<file path="src/rtl/hazard_scoreboard.sv">
// hazard_scoreboard: pipeline hazard unit for the 5-stage core.
//   Compares register numbers across D/E/M/W, produces per-operand forwarding
//   selects, load-use and PC-write stalls, branch flushes, and runs a small
//   FSM that holds E for MC_LAT cycles on multi-cycle ops while bubbling M.
//   Keeps a saturating count of cycles in which D was stalled.
// Ports:
//   clk, reset                   clock, synchronous active-high reset
//   SrcD/SrcValidD               D-stage source regs (packed NSRC x RADDR) + used bits
//   SrcE/SrcValidE               E-stage source regs + used bits
//   DstE/M/W, RegWriteE/M/W      per-stage destination regs + per-dest write enables
//   MemToRegE                    E-stage instruction is a load (dest 0)
//   PCSrcD/E/M/W, BranchTakenE   PC-write pending per stage, taken branch in E
//   MultiCycleE                  E holds a condition-passed multi-cycle op
//   ForwardE                     2 bits/operand: 00 regfile, 01 ResultW, 10 ALUOutM
//   StallF/D/E, FlushD/E/M       pipeline register hold / clear
//   McBusy, McDone               multi-cycle FSM busy / final E cycle
//   StallCnt                     saturating StallD cycle count

// Per-operand forwarding select. M beats W; PC is never forwarded.
module hazard_fwd_lane #(
  parameter int RADDR  = 4,
  parameter int NDST   = 2,
  parameter int PC_REG = 15
) (
  input  logic [RADDR-1:0]      src,
  input  logic                  src_valid,
  input  logic [NDST*RADDR-1:0] dst_m,
  input  logic [NDST-1:0]       we_m,
  input  logic [NDST*RADDR-1:0] dst_w,
  input  logic [NDST-1:0]       we_w,
  output logic [1:0]            fwd
);
  logic hit_m, hit_w;

  always_comb begin
    hit_m = 1'b0;
    hit_w = 1'b0;
    // Any matching dest selects the same M/W bus, so multiple hits are harmless.
    for (int k = 0; k < NDST; k++) begin
      hit_m = hit_m | (we_m[k] && (dst_m[k*RADDR +: RADDR] == src));
      hit_w = hit_w | (we_w[k] && (dst_w[k*RADDR +: RADDR] == src));
    end
    fwd = 2'b00;
    if (src_valid && (src != RADDR'(PC_REG))) begin
      if (hit_m)      fwd = 2'b10;
      else if (hit_w) fwd = 2'b01;
    end
  end
endmodule

module hazard_scoreboard #(
  parameter int RADDR  = 4,
  parameter int NSRC   = 3,
  parameter int NDST   = 2,
  parameter int MC_LAT = 4,
  parameter int PC_REG = 15,
  parameter int CNTW   = 16
) (
  input  logic                  clk,
  input  logic                  reset,
  input  logic [NSRC*RADDR-1:0] SrcD,
  input  logic [NSRC-1:0]       SrcValidD,
  input  logic [NSRC*RADDR-1:0] SrcE,
  input  logic [NSRC-1:0]       SrcValidE,
  input  logic [NDST*RADDR-1:0] DstE,
  input  logic [NDST*RADDR-1:0] DstM,
  input  logic [NDST*RADDR-1:0] DstW,
  input  logic [NDST-1:0]       RegWriteE,
  input  logic [NDST-1:0]       RegWriteM,
  input  logic [NDST-1:0]       RegWriteW,
  input  logic                  MemToRegE,
  input  logic                  PCSrcD,
  input  logic                  PCSrcE,
  input  logic                  PCSrcM,
  input  logic                  PCSrcW,
  input  logic                  BranchTakenE,
  input  logic                  MultiCycleE,
  output logic [2*NSRC-1:0]     ForwardE,
  output logic                  StallF,
  output logic                  StallD,
  output logic                  StallE,
  output logic                  FlushD,
  output logic                  FlushE,
  output logic                  FlushM,
  output logic                  McBusy,
  output logic                  McDone,
  output logic [CNTW-1:0]       StallCnt
);
  // Holds MC_LAT-2 (max 14 for MC_LAT=16).
  localparam int CW = $clog2(MC_LAT);

  typedef enum logic {IDLE = 1'b0, BUSY = 1'b1} mc_state_t;

  mc_state_t            state, state_nxt;
  logic [CW-1:0]        cnt, cnt_nxt;
  logic                 mcstall, mc_done;
  logic                 ldrstall, ld_hit, pc_wr_pend;
  logic [NSRC-1:0][1:0] fwd;

  // ---- forwarding, one lane per source operand ----
  for (genvar i = 0; i < NSRC; i++) begin : g_lane
    hazard_fwd_lane #(.RADDR(RADDR), .NDST(NDST), .PC_REG(PC_REG)) u_lane (
      .src       (SrcE[i*RADDR +: RADDR]),
      .src_valid (SrcValidE[i]),
      .dst_m     (DstM),
      .we_m      (RegWriteM),
      .dst_w     (DstW),
      .we_w      (RegWriteW),
      .fwd       (fwd[i])
    );
  end

  // ---- load-use: only dest 0 is written by a load ----
  always_comb begin
    ld_hit = 1'b0;
    for (int i = 0; i < NSRC; i++)
      ld_hit = ld_hit | (SrcValidD[i] && (SrcD[i*RADDR +: RADDR] == DstE[RADDR-1:0]));
  end

  assign ldrstall   = !reset && MemToRegE && RegWriteE[0] && ld_hit;
  assign pc_wr_pend = !reset && (PCSrcD || PCSrcE || PCSrcM);

  // ---- multi-cycle execute FSM ----
  always_ff @(posedge clk) begin
    if (reset) begin
      state <= IDLE;
      cnt   <= '0;
    end else begin
      state <= state_nxt;
      cnt   <= cnt_nxt;
    end
  end

  always_comb begin
    state_nxt = state;
    cnt_nxt   = cnt;
    mcstall   = 1'b0;
    mc_done   = 1'b0;
    case (state)
      IDLE: if (MultiCycleE) begin
        // Acceptance cycle already counts as the first E cycle.
        state_nxt = BUSY;
        cnt_nxt   = CW'(MC_LAT - 2);
        mcstall   = 1'b1;
      end
      BUSY: if (cnt != '0) begin
        cnt_nxt = cnt - CW'(1);
        mcstall = 1'b1;
      end else begin
        // Final E cycle: release E so the op moves to M at the next edge.
        mc_done   = 1'b1;
        state_nxt = IDLE;
      end
      default: state_nxt = IDLE;
    endcase
    if (reset) begin
      mcstall = 1'b0;
      mc_done = 1'b0;
    end
  end

  // ---- outputs ----
  assign ForwardE = reset ? '0 : fwd;
  assign StallF   = ldrstall | pc_wr_pend | mcstall;
  assign StallD   = ldrstall | mcstall;
  assign StallE   = mcstall;
  assign FlushM   = reset | mcstall;
  assign FlushD   = reset | pc_wr_pend | PCSrcW | BranchTakenE;
  // A held E must not be cleared; a branch that collides with mcstall
  // is still visible through FlushD.
  assign FlushE   = reset | ((ldrstall | BranchTakenE) & !mcstall);
  assign McBusy   = (state == BUSY) && !reset;
  assign McDone   = mc_done;

  // ---- saturating stall-cycle counter ----
  always_ff @(posedge clk) begin
    if (reset)                        StallCnt <= '0;
    else if (StallD && StallCnt != '1) StallCnt <= StallCnt + CNTW'(1);
  end
endmodule

</file>
<file path="config.mk">
export PLATFORM = sky130hd
export DESIGN_NAME = hazard_scoreboard
export DESIGN_NICKNAME = d
export VERILOG_FILES = /design/src/rtl/hazard_scoreboard.sv
export SDC_FILE = /design/constraint.sdc
export NUM_CORES = 1
export LEC_CHECK = 0
export CORE_MARGIN = 2
export CORE_UTILIZATION = 36
export CTS_CLUSTER_DIAMETER = 200
export DETAILED_ROUTE_END_ITERATION = 7
export PLACE_DENSITY = 0.76
export SETUP_SLACK_MARGIN = 0.3
export SLEW_MARGIN = 40
export SYNTH_ARGS = -nofsm -noshare
export SYNTH_HDL_FRONTEND = slang
export SYNTH_SLANG_ARGS = --single-unit
</file>
<file path="constraint.sdc">
create_clock -name clk -period 2 [get_ports clk]
set_input_delay 0.4 -clock clk [delete_from_list [all_inputs] [get_ports clk]]
set_output_delay 0.4 -clock clk [all_outputs]
set_load 0.03 [all_outputs]
</file>
# Word-level counts from Yosys, hierarchy flattened
# Cells that the tools add are included.
dict set report word_totals {
  ff_bits 19
  in_bits 69
  out_inout_bits 30
  word_cells 95
}
dict set report classes {
  add_sub_neg 2
  n_eq_ne 21
  muxes 20
  bitwise 19
  n_reduce_logical 30
}
# operator n
set op_table {}
lappend op_table {{4-bit equality test} 15}
lappend op_table {{1-bit logical AND} 24}
lappend op_table {{1-bit OR} 17}
lappend op_table {{16-bit by 1-bit adder with 16-bit output (second input constant)} 1}
lappend op_table {{2-bit 2-to-1 mux} 8}
lappend op_table {{16-bit != test (second input constant)} 1}
lappend op_table {{4-bit != test (second input constant)} 3}
lappend op_table {{1-bit 2-to-1 mux} 9}
lappend op_table {{6-bit 2-to-1 mux} 1}
lappend op_table {{2-bit case mux with 2 select lines} 1}
lappend op_table {{1-bit zero test} 2}
lappend op_table {{1-bit logical OR} 2}
lappend op_table {{2-bit by 1-bit != test with 1-bit output (second input constant)} 1}
lappend op_table {{2-bit != test (second input constant)} 1}
lappend op_table {{1-bit case mux with 2 select lines} 1}
lappend op_table {{2-bit AND reduction} 1}
lappend op_table {{2-bit nonzero test} 1}
lappend op_table {{2-bit by 1-bit subtractor with 2-bit output (second input constant)} 1}
lappend op_table {{1-bit bitwise AND} 1}
lappend op_table {{1-bit NOT} 1}

# Depth between registers and ports, before layout
dict set report depth {
  ltp_word 8
  ltp_mapped 10
  mapped_depth_nobuf 9
}

# Hierarchy
# A second synthesis with hierarchy kept.
dict set report hier_totals {
  hier_cells 250
  hier_area_um2 2026.9
}
# module instances cells_each area_per_inst_um2
set by_module_without_submodules {}
lappend by_module_without_submodules {hazard_scoreboard 1 154 1234.9}
lappend by_module_without_submodules {hazard_fwd_lane 3 32 264.0}

# Worst setup path before layout
# No wires, ideal clock.
dict set report synth_timing {
  path_type {flip-flop to output port}
  start {reg cnt[0]}
  end {out StallF}
  t_arrival_ps 2146
  setup_slack_ps -546
  path_stages_with_launch 10
  path_buffers 2
  path_cell_list {dfxtp_1 > inv_1 > ha_1 > nor2b_1 > a21oi_1 > nor2_1 > nor3_2 > buf_6 > clkbuf_1 > o21ai_0}
}
dict set report synth_between {
  elab_chain_len 5
}
# element line_no
set synth_rtl {}
lappend synth_rtl {{from (decl)} 95} ;# logic [CW-1:0] cnt, cnt_nxt;
lappend synth_rtl {{from (signal assigned)} 130} ;# cnt <= cnt_nxt;
lappend synth_rtl {{2-bit nonzero test} 146} ;# BUSY: if (cnt != '0) begin
lappend synth_rtl {{1-bit 2-to-1 mux} 146}
lappend synth_rtl {{1-bit case mux with 2 select lines} 139} ;# case (state)
lappend synth_rtl {{1-bit 2-to-1 mux} n/a}
lappend synth_rtl {{named net StallE} 81} ;# output logic StallE,
lappend synth_rtl {{1-bit OR} 164} ;# assign StallF = ldrstall | pc_wr_pend | mcstall;
lappend synth_rtl {{to (decl)} 79} ;# output logic StallF,
# The timed path passes the listed nets, and every way through them passes these cells.

# Final worst setup path
dict set report layout_timing {
  start {in DstE[1]}
  end {out FlushE}
}
dict set report layout_between {
  elab_chain_len 8
}
# element line_no
set layout_rtl {}
lappend layout_rtl {{from (decl)} 65} ;# input logic [NDST*RADDR-1:0] DstE,
lappend layout_rtl {{4-bit equality test} 117} ;# ld_hit = ld_hit | (SrcValidD[i] && (SrcD[i*RADDR +: RADDR] == DstE[RADDR-1:0]));
lappend layout_rtl {{1-bit logical AND} 117}
lappend layout_rtl {{1-bit OR} 117}
lappend layout_rtl {{1-bit OR *} 117}
lappend layout_rtl {{1-bit logical AND *} 120} ;# assign ldrstall = !reset && MemToRegE && RegWriteE[0] && ld_hit;
lappend layout_rtl {{1-bit OR *} 171} ;# assign FlushE = reset | ((ldrstall | BranchTakenE) & !mcstall);
lappend layout_rtl {{1-bit bitwise AND *} 171}
lappend layout_rtl {{1-bit OR *} 171}
lappend layout_rtl {{to (decl)} 83} ;# output logic FlushE,
# Mark *: on every way between the ends. The rest lies on a longest branch, timed or not.

==> results.yml <==
status:
  outcome: "finished, violations left"
  violations: "negative setup slack"
sta:
  worst_slew_pin_slew_ns: 0.380
  fin_crit_ns: 2.06
  clock_skew_ns: 0.00120
  fmax_mhz: 486
  final-setup-viol-count: 10
  maxSlewHeadroom: 0.746
  whs_ns: 0.484
  postLayoutSetupSlackWorst_ns: -0.0557
  period_share: 1.03
  rsz0062_at_grt: "yes"
  hold_viol: 0
  final-max-slew-violation-count: 0
global_routing:
  antenna_found_initial: 0
  overflow: 0
  grt_max_degree: 18
  grt_pass1_vias: 2348
  grt_pass1_wl_mm: 11.1
  grt_usage: 0.253
floorplan:
  rows: 25
  initial_utilization: 0.381
  die_area_mm2: 0.00565
  fp.dieW_um: 75.1
  io_pins: 99
  coreArea_mm2: 0.00479
  die_h_um: 75.1
clock_network:
  tritoncts: "yes"
  clockBufferDepth: 2
  clkSinkCount: 19
  clock_latency_ns: 0.26
  path_clk_slew_ns: 0.07
  htreeDepth: 1
  cts_buffers: 3
  cts-root-buf: "clkbuf_8"
critical_path:
  crit_type: "input port to output pin"
  required_ns: 1.60
  cp-end-kind: "output pin"
  path_max_fanout: 3
  worstPathArrival_ns: 1.66
  start_kind: "input port"
detailed_routing:
  via_count: 2423
  antenna_left: 0
  firstDrtPassIters: 4
  route.detailed.drc: 0
  first_iter_violations: 155
  wire_per_inst_um: 18.9
  viasPerCell: 5.56
  wirelength_mm: 8.26
yosys:
  ys_types: 35
  synthCells: 240
  syn_area_mm2: 0.00182
  yosys_warnings: 0
  ys_ff_latch: 19
  ys_seq_area_frac: 0.209
  synth_ff_type: "dfxtp_1"
  async_flop_share: 0
  syn_area_per_cell_um2: 7.59
  synthesis.nets: 311
  synth_edf_count: 0
layout:
  num-fill-cells: 257
  n_antenna_cell: 0
  area_growth_pct: 117
  num-nets-final: 441
  drive_gt1_frac: 0.575
place:
  dp_hpwl_mm: 4.54
  port_buffers: 93
  post-place-ws_ns: -0.657
  place_congestion: 0.927
flow_run:
  drv_cap: 0
power_and_ir_drop:
  ir_worst_vdd_mv: 0.258
  static-leakage-power_nw: 1.63
  p_per_area_mw_per_mm2: 347
worst_hold_path:
  worstHoldPathType: "input port to flip-flop"
[routing by layer]
metal,GRT usage,part of all wire
met3,0.0442,0.061
met4,0.0468,0.030
met1,0.301,0.38
met2,0.479,0.53
met5,0,0
[synth_stat cells, drive strengths merged, types with 3 or more instances]
cell type / n / area, µm²
a21oi: 11 / 55.1
nand3: 14 / 70.1
inv: 8 / 30.0
o21ai: 8 / 40.0
a31oi: 3 / 18.8
xor2: 34 / 298
or3: 4 / 25.0
nor2: 9 / 33.8
clkbuf: 14 / 52.6
o31ai: 9 / 67.6
dfxtp: 19 / 380
xnor2: 26 / 228
buf: 5 / 35.0
nand4: 7 / 43.8
nor4: 8 / 50.1
or4: 7 / 52.6
nor2b: 3 / 18.8
nor3: 10 / 55.1
nand2: 22 / 82.6
o311ai: 3 / 26.3
[layout by cell type (no fill, tap or decap), types with 7 or more instances in the layout]
cell and n:
buf_2 13, xor2_1 23, dfxtp_1 9, clkbuf_2 7, nand4_1 7, xnor2_2 15, buf_8 11, xnor2_1 11
xor2_2 9, or4_1 7, nand3_1 7, dlygate4sd2_1 24, buf_4 38, buf_6 33, nand2_1 17
[path summary, 6_finish.rpt]
| check | slack [ns] | end | from | cells after the start |
|---|---|---|---|---|
| hold / removal | 0.48 | StallCnt[0]$_SDFFE_PP0P_ | reset | 3 |
| setup / recovery | -0.06 | FlushE | DstE[1] | 8 |
| setup reg to reg | 0.06 | StallCnt[0]$_SDFFE_PP0P_ | cnt[1]$_SDFFE_PP0P_ | 12 |
| hold reg to reg | 0.51 | StallCnt[4]$_SDFFE_PP0P_ | StallCnt[4]$_SDFFE_PP0P_ | 2 |
[critical path, stage by stage]
cell     delay [ns]
buf_8          0.11
xor2_1         0.15
or3b_4         0.41
o32ai_4        0.15
buf_4          0.18
o31ai_4        0.05
nand2_2        0.07
buf_6          0.13
[cell families (layout without fill, tap and decap cells)]
group                      count (synthesis)  count (layout)  synth area share
xor gates and xnor gates                  60              60             0.288
muxes                                      2               2            0.0110
buffers and inverters                     27             156            0.0646
DFF                                       19              19             0.209
adders and majority gates                  2               2            0.0137
AOI/OAI and AO/OA                         41              41             0.150
and+or+nand+nor                           89              89             0.263
[where the power goes]
part           total (mW)  switching (mW)  internal (mW)
logic               0.700           0.348          0.352
clock network       0.279           0.137          0.142
registers           0.392         0.00908          0.382
[registers in the layout, summed over array words and instances (netlist names)]
register and flops:
StallCnt 16, state 1, cnt 2
[final cells by class]
class,count,area [µm²],area share
timing repair buffer,144,1350,0.342
inverter,8,30.0,0.00759
sequential,19,403,0.102
multi-input combinational,194,2040,0.516
clock buffer,4,45.0,0.0114
tap,67,83.8,0.0212
[timing repair]
item,in CTS,in global routing
pin swaps,69,50
buffers inserted,13,7
resized for setup,314,86
setup endpoints to repair,45,29
hold buffers,0,0
gates cloned,1,0
[per-stage QoR]
| step | std cells | cell area [µm²] | power, mW | setup TNS, ns | utilization |
|---|---|---|---|---|---|
| after global routing | 436 | 3960 | 1.43 | -0.829 | 0.826 |
| final | 436 | 3960 | 1.37 | -0.282 | 0.826 |
| after floorplan | 240 | 1990 | 0.656 | -0.177 | - |
| after CTS | 429 | 3590 | 1.25 | -0.125 | 0.751 |
| after global placement | 411 | 3050 | 0.879 | -14.59 | 0.637 |
| after detailed placement | 411 | 3060 | 0.889 | -11.96 | 0.638 |
No activity file was read; power rests on OpenSTA's default activity.
